**config.mk**
```make
export PLATFORM = sky130hd
export DESIGN_NAME = gray_sync_capture
export DESIGN_NICKNAME = d
export VERILOG_FILES = /design/src/rtl/gray_sync_capture.sv
export SDC_FILE = /design/constraint.sdc
export NUM_CORES = 1
export LEC_CHECK = 0
export BUFFER_PORTS_ARGS = -buffer_cell sky130_fd_sc_hd__buf_2
export CAP_MARGIN = 20
export CORE_MARGIN = 2
export CORE_UTILIZATION = 59
export CTS_CLUSTER_SIZE = 40
export DETAILED_ROUTE_END_ITERATION = 10
export HOLD_SLACK_MARGIN = 0.06
export PLACE_DENSITY_LB_ADDON = 0.08
export SKIP_LAST_GASP = 1
export SLEW_MARGIN = 40
export SYNTH_ARGS = -nofsm -noshare
export SYNTH_HDL_FRONTEND = slang
export SYNTH_SLANG_ARGS = --single-unit
```
**constraint.sdc**
```tcl
create_clock -name clk -period 4.6 [get_ports clk]
set_clock_uncertainty 0.05 [all_clocks]
set_input_delay 0.46 -clock clk [delete_from_list [all_inputs] [get_ports clk]]
set_output_delay 0.46 -clock clk [all_outputs]
set_load 0.01 [all_outputs]
```
**src/rtl/gray_sync_capture.sv**
```systemverilog
// gray_sync_capture: synchronizes a Gray bus into clk, strobes each new value.
// Define GRAY_SYNC_ERRCNT_EN to add a saturating errCount of multi-bit steps.
module gray_sync_capture #(
   parameter int WIDTH       = 32,
   parameter int SYNC_STAGES = 2
) (
   input  logic             clk,
   input  logic             rst,
   input  logic [WIDTH-1:0] grayIn,
   output logic             outStrobe,
   output logic [WIDTH-1:0] dataOut,
   output logic             changeErr
`ifdef GRAY_SYNC_ERRCNT_EN
   ,
   output logic [15:0]      errCount
`endif
);

   localparam int CW = $clog2(SYNC_STAGES + 1);
   localparam logic [CW-1:0] FILL_LAST = CW'(SYNC_STAGES - 1);

   typedef enum logic [1:0] {
      FILL,
      PRIME,
      RUN
   } state_e;

   state_e           state, stateNext;
   logic [CW-1:0]    fillCnt, cntNext;
   logic [WIDTH-1:0] syncReg [SYNC_STAGES];
   logic [WIDTH-1:0] syncOut, lastGray, lastNext;
   logic [WIDTH-1:0] diff, dataNext;
   logic             multiBit, strobeNext, errNext;

   always_ff @(posedge clk) begin
      if (rst) begin
         for (int i = 0; i < SYNC_STAGES; i++) syncReg[i] <= '0;
      end else begin
         syncReg[0] <= grayIn;
         for (int i = 1; i < SYNC_STAGES; i++) syncReg[i] <= syncReg[i-1];
      end
   end

   assign syncOut  = syncReg[SYNC_STAGES-1];
   assign diff     = syncOut ^ lastGray;
   // clearing the lowest set bit leaves something only if >1 bit differs
   assign multiBit = (diff & (diff - WIDTH'(1))) != '0;

   always_comb begin
      stateNext  = state;
      cntNext    = fillCnt;
      strobeNext = 1'b0;
      errNext    = 1'b0;
      dataNext   = dataOut;
      lastNext   = lastGray;
      unique case (state)
         FILL: begin
            cntNext = fillCnt + CW'(1);
            if (fillCnt == FILL_LAST) stateNext = PRIME;
         end
         PRIME: begin
            strobeNext = 1'b1;
            dataNext   = syncOut;
            lastNext   = syncOut;
            stateNext  = RUN;
         end
         RUN: begin
            if (diff != '0) begin
               strobeNext = 1'b1;
               dataNext   = syncOut;
               lastNext   = syncOut;
               errNext    = multiBit;
            end
         end
         default: stateNext = FILL;
      endcase
   end

   always_ff @(posedge clk) begin
      if (rst) begin
         state     <= FILL;
         fillCnt   <= '0;
         outStrobe <= 1'b0;
         changeErr <= 1'b0;
         dataOut   <= '0;
         lastGray  <= '0;
      end else begin
         state     <= stateNext;
         fillCnt   <= cntNext;
         outStrobe <= strobeNext;
         changeErr <= errNext;
         dataOut   <= dataNext;
         lastGray  <= lastNext;
      end
   end

`ifdef GRAY_SYNC_ERRCNT_EN
   always_ff @(posedge clk) begin
      if (rst)
         errCount <= '0;
      else if (errNext && errCount != 16'hFFFF)
         errCount <= errCount + 16'd1;
   end
`endif

endmodule
```
==> Flow_metrics.wiki <==
{| class="wikitable"
! Metric !! Value
|-
| Outcome || finished, violations left
|-
| Violated checks || DRC
|-
| # clock sinks || 102
|-
| Area of the die || 7350 µm²
|-
| Biggest area contributors in the synthesized netlist || sky130_fd_sc_hd__dfxtp_1, sky130_fd_sc_hd__nor2b_1, sky130_fd_sc_hd__xor2_1, sky130_fd_sc_hd__a21oi_1, sky130_fd_sc_hd__nand3_1
|-
| First-pass detailed-route iteration total || 7
|-
| Number of global-route vias before repair || 2780
|-
| Cts bufs inserted || 9
|-
| X dimension of the die || 85.8 µm
|-
| Number of port buffers || 67
|-
| CP max-delay cell || sky130_fd_sc_hd__nor4_4
|-
| Crit path arrival time || 2.80 ns
|-
| Buffer type at the clock tree root || sky130_fd_sc_hd__clkbuf_8
|-
| Instance count after placement with tap cells included || 535
|-
| Area of all placed cells without fillers || 4500 µm²
|-
| Critical path data required time || 4.78 ns
|-
| Synth cell types || 40
|-
| Vias/cell || 5.38
|-
| Crit path time final || 2.62 ns
|-
| Number of routed nets with antenna violations || 0
|-
| Sort of element at the end of the critical path || flop
|-
| Number of hold buffers added after cts || 0
|-
| Starting Density || 61.4%
|-
| Nets || 507
|-
| HPWL after DPL || 5140 µm
|-
| Post-cts gate resize count || 0
|-
| Area growth, synth to finish || 14.1%
|-
| Non-filler cells in the finished layout || 551
|-
| Slew at the pin with the worst max-slew slack || 0.705 ns
|-
| RSZ-0062 raised after global routing || no
|-
| Crit-path leading delay family || simple AND/OR/NAND/NOR gates
|-
| Number of placement rows || 29
|-
| Maximum number of buffers from clock root to sink || 2
|-
| Power density of the placed cells || 462 nW/µm²
|-
| Delay contributed by the slowest stage of the critical path || 0.46 ns
|-
| Number of warnings issued by yosys || 0
|-
| Detailed-route via count || 2962
|-
| Chain of cells forming the critical path || xor2_1 > nor3_2 > nand4_4 > nor4_4 > a31oi_4 > buf_4 > o21ai_1 > a21oi_1
|-
| CTS tree || built
|-
| Remaining max-slew budget at the tightest pin || 52.8%
|-
| DRC violations left || 3
|-
| Synth Instances || 411
|-
| Final worst path period share || 57.1%
|-
| Overall track demand over capacity in global routing || 22.0%
|-
| Nets in the synthesized netlist || 449
|-
| HP Class || primary input to flop
|-
| Cell area reported after detailed placement || 4270 µm²
|-
| Standby leakage power || 0.00192 µW
|-
| Routability cong. || 0.919
|-
| Synthesized flop and latch total || 102
|-
| Worst-case vdd ir drop || 0.000318 V
|-
| Hold Fails Final Rpt || 0
|-
| Portion of the post-synthesis area used by sequential elements || 51.8%
|-
| Post-Synthesis Mean Instance Area || 9.60 µm²
|-
| Bufs and invs on worst path || 1
|-
| Slew Limit Fails || 0
|-
| Pin count of the biggest net entering global routing || 53
|-
| Fin Setup TNS || 0 ns
|-
| H-tree Lvls || 3
|-
| Clock insertion delay at the later pin of the skew report || 0.36 ns
|-
| Setup Fix Bufs, Post-CTS || 0
|-
| DRT Wirelength || 7570 µm
|-
| Hold_ws || 0.252 ns
|-
| Proportion of layout cells with a drive suffix above 1 || 20.5%
|-
| Clock-pin slew reported for the worst setup and hold paths after clock tree synthesis || 0.09 ns
|-
| Element type at the critical path start || flop
|-
| I/O pin cnt || 68
|-
| Detail-routed net length per standard cell || 13.7 µm
|-
| Number of antenna cells inserted || 0
|-
| Core Box Area || 6420 µm²
|-
| Area share of the leading cell type in the synthesized netlist || 51.8%
|-
| GRT Residual Overflow || 0
|-
| Kind of critical path || flop to flop
|-
| Number of antenna violations at the first check in global routing || 0
|-
| Netlist area before placement || 3940 µm²
|-
| Crit path max fanout || 18
|-
| Area leader, netlist || sky130_fd_sc_hd__dfxtp_1
|-
| FMAX || 381 MHz
|-
| Setup Viol. Count Final || 0
|-
| Max Cap Violations || 0
|-
| Die Y || 85.8 µm
|-
| Global-route wire length before repair || 12900 µm
|-
| DRT iter0 DRCs || 129
|}
[cells in the mapped netlist]
cell type and instances:
sky130_fd_sc_hd__xnor2_1 7, sky130_fd_sc_hd__o31ai_1 2, sky130_fd_sc_hd__o41a_1 1, sky130_fd_sc_hd__nor4_4 1, sky130_fd_sc_hd__dfxtp_1 102, sky130_fd_sc_hd__o21ai_0 8, sky130_fd_sc_hd__o211ai_1 2, sky130_fd_sc_hd__a31oi_1 1
sky130_fd_sc_hd__a211oi_1 1, sky130_fd_sc_hd__and2_1 1, sky130_fd_sc_hd__nand4_1 3, sky130_fd_sc_hd__maj3_2 1, sky130_fd_sc_hd__a311oi_1 1, sky130_fd_sc_hd__nor4b_1 1, sky130_fd_sc_hd__nor4_1 2, sky130_fd_sc_hd__nor2b_1 65
sky130_fd_sc_hd__or3_1 1, sky130_fd_sc_hd__nor2_1 15, sky130_fd_sc_hd__o21ai_1 32, sky130_fd_sc_hd__nand4_4 1, sky130_fd_sc_hd__inv_1 6, sky130_fd_sc_hd__or2_2 1, sky130_fd_sc_hd__ha_1 4, sky130_fd_sc_hd__nor3_2 2
sky130_fd_sc_hd__nand2b_1 3, sky130_fd_sc_hd__o41ai_1 1, sky130_fd_sc_hd__nor3_1 7, sky130_fd_sc_hd__clkbuf_1 17, sky130_fd_sc_hd__o221ai_1 1, sky130_fd_sc_hd__xor2_1 26, sky130_fd_sc_hd__nand2_1 9, sky130_fd_sc_hd__nand3_1 33
sky130_fd_sc_hd__o22ai_1 1, sky130_fd_sc_hd__buf_6 6, sky130_fd_sc_hd__a22oi_1 4, sky130_fd_sc_hd__nor4_2 1, sky130_fd_sc_hd__a31o_4 1, sky130_fd_sc_hd__a21oi_1 37, sky130_fd_sc_hd__a31oi_2 1, sky130_fd_sc_hd__nor3b_1 2
[stage by stage]
stage / util [%] / total power, µW / setup slack [ns]
finish: 70.1 / 2080 / 1.98
global placement: 66.5 / 1490 / 1.97
detailed placement: 66.5 / 1510 / 1.84
floorplan: - / 1390 / 2.44
global route: 70.1 / 2210 / 1.79
CTS: 69.9 / 2090 / 1.83
[cell type report]
cell class	count	area, µm²
Tap cell	77	96.3
Timing Repair Buffer	70	360
Sequential cell	102	2040
Inverter	6	22.5
Fill cell	513	1920
Clock buffer	12	165
Multi-Input combinational cell	280	1760
Clock inverter	4	53.8
[cell usage in the layout, fill, tap and decap left out, drive strengths merged, types with 2 or more instances in the layout]
cell type / count
ha: 4
o21ai: 40
nor3: 9
nor4: 4
o31ai: 2
a31oi: 2
a22oi: 4
o211ai: 2
inv: 6
nor2b: 65
nand3: 33
xor2: 26
dfxtp: 102
nand2: 9
clkinvlp: 2
nand4: 4
clkbuf: 12
buf: 70
nor3b: 2
a21oi: 37
xnor2: 7
nor2: 15
nand2b: 3
[cells by family (layout without fill, tap and decap cells)]
| kind of cell | after synthesis | count (layout) | synth area share [%] |
|---|---|---|---|
| AOI/OAI and AO/OA | 94 | 94 | 13.5 |
| xor gates and xnor gates | 33 | 33 | 7.33 |
| adders and majority gates | 5 | 5 | 1.55 |
| buffers and inverters | 29 | 92 | 3.90 |
| DFF | 102 | 102 | 51.8 |
| and+or+nand+nor | 148 | 148 | 21.9 |
[flip-flops by register name, summed over array words and instances (netlist names)]
signal,count
syncReg,64
changeErr,1
outStrobe,1
fillCnt,2
state,2
lastGray,32
[final timing paths]
path | startpoint | to | slack, ns | depth (start not counted)
worst max register to register | lastGray[0] | lastGray[14] | 1.98 | 8
worst min-delay path | grayIn[15] | syncReg[0][15] | 0.25 | 2
worst min register to register | syncReg[0][22] | syncReg[0][54] | 0.39 | 1
worst max-delay path | lastGray[0] | lastGray[14] | 1.98 | 8
[report_power, final]
| part | switching [µW] | internal [µW] |
|---|---|---|
| Clock | 289 | 297 |
| Combinational | 331 | 175 |
| Sequential | 41.4 | 948 |
| Total | 661 | 1420 |
[per-layer routing]
metal,wire (µm),vias up,track usage (%),part of all wire [%]
li1,-,1514,-,-
met1,3370,1356,26.9,45
met2,3670,82,36.6,48
met3,400,10,7.70,5.3
met4,127,0,6.64,1.7
met5,0,-,0,0
Note: power is estimated with default switching activity, not from simulation.
